### src/rtl/stream_demultiplexor.sv
// stream_demultiplexor: 1:2 valid/ready demux with an independent FIFO per output.
// Optional DEMUX_STATS_EN adds saturating per-output push counters stat0/stat1.
module stream_demultiplexor #(
    parameter int WIDTH = 5,
    parameter int DEPTH = 2
) (
    input  logic             clk,
    input  logic             rst,
    input  logic [WIDTH-1:0] in_data,
    input  logic             in_sel,
    input  logic             in_valid,
    output logic             in_ready,
    output logic [WIDTH-1:0] out0_data,
    output logic             out0_valid,
    input  logic             out0_ready,
    output logic [WIDTH-1:0] out1_data,
    output logic             out1_valid,
    input  logic             out1_ready
`ifdef DEMUX_STATS_EN
    ,
    output logic [7:0]       stat0,
    output logic [7:0]       stat1
`endif
);

    localparam int AW = (DEPTH > 1) ? $clog2(DEPTH) : 1;
    localparam logic [AW:0] FULL_CNT = (AW + 1)'(DEPTH);

    logic [WIDTH-1:0] mem   [2][DEPTH];
    logic [AW-1:0]    wptr  [2];
    logic [AW-1:0]    rptr  [2];
    logic [AW:0]      count [2];

    logic [1:0] full;
    logic [1:0] push;
    logic [1:0] pop;
    logic       accept;

    // Ready looks only at the selected FIFO's registered fill level,
    // so a same-cycle pop never opens a path from outN_ready.
    assign full[0]  = (count[0] == FULL_CNT);
    assign full[1]  = (count[1] == FULL_CNT);
    assign in_ready = !full[in_sel];
    assign accept   = in_valid && in_ready;
    assign push[0]  = accept && !in_sel;
    assign push[1]  = accept && in_sel;

    assign out0_valid = (count[0] != '0);
    assign out1_valid = (count[1] != '0);
    assign out0_data  = mem[0][rptr[0]];
    assign out1_data  = mem[1][rptr[1]];
    assign pop[0]     = out0_valid && out0_ready;
    assign pop[1]     = out1_valid && out1_ready;

    always_ff @(posedge clk) begin
        if (rst) begin
            for (int n = 0; n < 2; n++) begin
                wptr[n]  <= '0;
                rptr[n]  <= '0;
                count[n] <= '0;
                for (int i = 0; i < DEPTH; i++) begin
                    mem[n][i] <= '0;
                end
            end
        end else begin
            for (int n = 0; n < 2; n++) begin
                if (push[n]) begin
                    mem[n][wptr[n]] <= in_data;
                    wptr[n]         <= wptr[n] + 1'b1;
                end
                if (pop[n]) begin
                    rptr[n] <= rptr[n] + 1'b1;
                end
                unique case ({push[n], pop[n]})
                    2'b10:   count[n] <= count[n] + 1'b1;
                    2'b01:   count[n] <= count[n] - 1'b1;
                    default: count[n] <= count[n];
                endcase
            end
        end
    end

`ifdef DEMUX_STATS_EN
    always_ff @(posedge clk) begin
        if (rst) begin
            stat0 <= '0;
            stat1 <= '0;
        end else begin
            if (push[0] && (stat0 != 8'hFF)) begin
                stat0 <= stat0 + 8'd1;
            end
            if (push[1] && (stat1 != 8'hFF)) begin
                stat1 <= stat1 + 8'd1;
            end
        end
    end
`endif

endmodule

### config.mk
export PLATFORM = sky130hd
export DESIGN_NAME = stream_demultiplexor
export DESIGN_NICKNAME = d
export VERILOG_FILES = /design/src/rtl/stream_demultiplexor.sv
export SDC_FILE = /design/constraint.sdc
export NUM_CORES = 1
export LEC_CHECK = 0
export ABC_AREA = 0
export ABC_CLOCK_PERIOD_IN_PS = 2100
export BUFFER_PORTS_ARGS = -buffer_cell sky130_fd_sc_hd__buf_2
export CAP_MARGIN = 30
export CORE_MARGIN = 8
export CORE_UTILIZATION = 46
export CTS_CLUSTER_DIAMETER = 30
export DETAILED_ROUTE_END_ITERATION = 10
export PLACE_DENSITY_LB_ADDON = 0.2
export SYNTH_ARGS = -nofsm -noshare
export SYNTH_HDL_FRONTEND = slang
export SYNTH_SLANG_ARGS = --single-unit
### constraint.sdc
create_clock -name clk -period 2.1 [get_ports clk]
set_input_delay 0.105 -clock clk [delete_from_list [all_inputs] [get_ports clk]]
set_output_delay 0.105 -clock clk [all_outputs]
set_load 0.02 [all_outputs]
==> reports/qor.txt <==
Yosys cell types = 31
FF+latch count, synth = 28
Slew HR = 37.19%
Global-route wire length before repair = 5499 um
Syn-to-layout area delta = 13.55%
Via density per instance = 5.521
Crit path max fanout = 2
Clock Path Buffers = 2
Post-Place Cells = 207
CTS tree = yes
Root buf cell = clkbuf_4
Startpoint types = flip-flop
Routed length per instance = 15.47 um
Fmax = 512.6 MHz
Syn_area_per_cell = 11.53 um^2
Top Ports = 24
Final period util = 92.89%
First-iteration detailed-routing DRC count = 100
Final slew viol count = 0
Htree depth = 1
Die Ht = 75.44 um
Commonest cells after routing, fill and taps aside = edfxtp_1 (28), buf_2 (23), nor4_1 (20), nand2_1 (12), nand2b_1 (11)
Leakage = 0.7202 nW
Die area = 5691 um^2
Gpl congestion = 0.7569
Total of max-cap violations = 0
Total congestion overflow = 0
Hold-fix buffers, CTS = 0
Design area = 1846 um^2
Worst-Margin Slew = 0.9342 ns
Initial antenna violation count = 0
Layout net count = 182
Layout cell share with drive strength beyond 1 = 33.94%
Layout Cells excl Fill = 211
Req. time, crit path = 2.18 ns
Hold Crit Class = in2reg
Hpwl dp = 2393 um
Clk slew on worst S/H paths = 0.16 ns
Routed Antenna Nets = 0
CTS buffer count = 3
DRT Pass-1 Iters = 4
Port Buffer Count = 23
Crit Path Class = reg2reg
Sequential fraction of the synthesis area = 51.73%
Setup TNS = 0 ns
Nets in the synthesized netlist = 157
Wirelength, routed = 3265 um
Die W = 75.44 um
Drt drc = 0
Crit path DAT = 2.03 ns
Critical Path End Type = flip-flop
Vias in the first global route = 1,174
Met3 wire length = 188 um
Largest net degree at the start of global routing = 30
Cell count after synthesis = 141
Final setup skew = 0.009227 ns
CORE AREA = 3363 um^2
Endpoints failing setup = 0
Starting density of the core = 48.33%
Placed cell areas = 1784 um^2
Status = finished, final reports clean
Synth Warn # = 0
Mapped cell area = 1625 um^2
Pwr per Cell Area = 814.1 nW/um^2
Max VDD drop = 353.3 uV
M1 wire length = 1489 um
Clk Latency, worst-skew pair = 0.33 ns
Antenna diodes = 0
Clock Sinks = 28
Met2 routed WL = 1493 um
Top sig layer = met4
Most common cell after layout, fill and taps aside = edfxtp_1
Gr usage total = 12.65%
Hold Slack = 0.1325 ns
Final Hold Viols = 0
Final Power = 1.503 mW
RSZ-0062 raised after global routing = no
Row count = 21
Fin crit period = 1.951 ns
Vias after detailed routing = 1,165
==> what timing repair did <==
item                       CTS  global route
gates resized for setup      0             2
hold endpoints to repair     0             0
setup endpoints to repair    0             3
setup buffers                0             0
==> power breakdown <==
part           internal, mW  switching (mW)  leakage (nW)
registers             0.680          0.0429         0.293
clock network         0.193           0.166        0.0279
logic                 0.186           0.234         0.399
==> logic make-up (layout without fill, tap and decap cells) <==
logic type	count (synthesis)	count (layout)	share of synthesized area (%)
flops	28	28	51.73
compound gates	16	16	7.313
mux	10	10	6.929
xor+xnor	1	1	1.386
fa+ha+maj	5	5	3.849
simple gates	61	61	21.94
buf+inv	20	44	6.851
==> worst max-delay path, cell delays in order (launching register included) <==
cell,delay (ns)
edfxtp_1,0.41
nor2b_2,0.17
or2_2,0.31
ha_1,0.31
nor4_2,0.30
buf_4,0.17
nor3_1,0.04
==> flip-flops by register name, summed over array words and instances, names as in the netlist <==
signal and cells:
mem 20, count 4, rptr 2, wptr 2
==> final cells by class <==
class,count,area (um^2)
fill,324,1518
sequential,28,840.8
multi-input combinational,93,681.9
timing repair buffer,32,182.7
tap,46,57.56
clock inverter,1,30.03
inverter,8,30.03
clock buffer,3,22.52
==> cells in the mapped netlist, drive strengths merged <==
cell      n  area [um^2]
nor3b     1        7.510
a2111oi   2        30.03
nor3      2        10.01
ha        5        62.56
edfxtp   28        840.8
o21ai     5        25.02
or2       3        18.77
nor2b     2        15.02
or4b      1        10.01
nand2    13        56.30
mux2     10        112.6
o22ai     1        6.260
buf       8        66.31
clkbuf    4        15.01
a21oi     1        5.000
nand2b   13        88.83
nor2      5        18.77
xnor3     1        22.52
inv       7        26.28
o21bai    1        7.510
nor4     21        131.4
a211oi    2        15.01
o31ai     4        30.03
clkinv    1        3.750
==> metrics by stage <==
stage	utilization, %	worst slack [ns]
2_1_floorplan	-	0.1370
3_3_place_gp	53.05	0.1676
3_5_place_dp	53.05	0.1150
4_1_cts	54.61	0.08959
5_1_grt	54.87	0.01641
6_report	54.87	0.1493
==> layer usage <==
| metal | track usage [%] | up-vias |
|---|---|---|
| met5 | 0 | - |
| met4 | 5.757 | 0 |
| met3 | 2.895 | 9 |
| met2 | 20.23 | 37 |
| met1 | 15.83 | 548 |
| li1 | - | 571 |
==> worst paths after layout <==
kind	startpoint	end	slack, ns	depth (start not counted)
hold / removal	in_data[3]	mem[0][3]	0.13	3
setup / recovery	count[0][1]	count[0][1]	0.15	6
hold reg to reg	count[1][0]	count[1][0]	0.60	1
setup reg to reg	count[0][1]	count[0][1]	0.15	6
(Power assumes the default switching activity.)
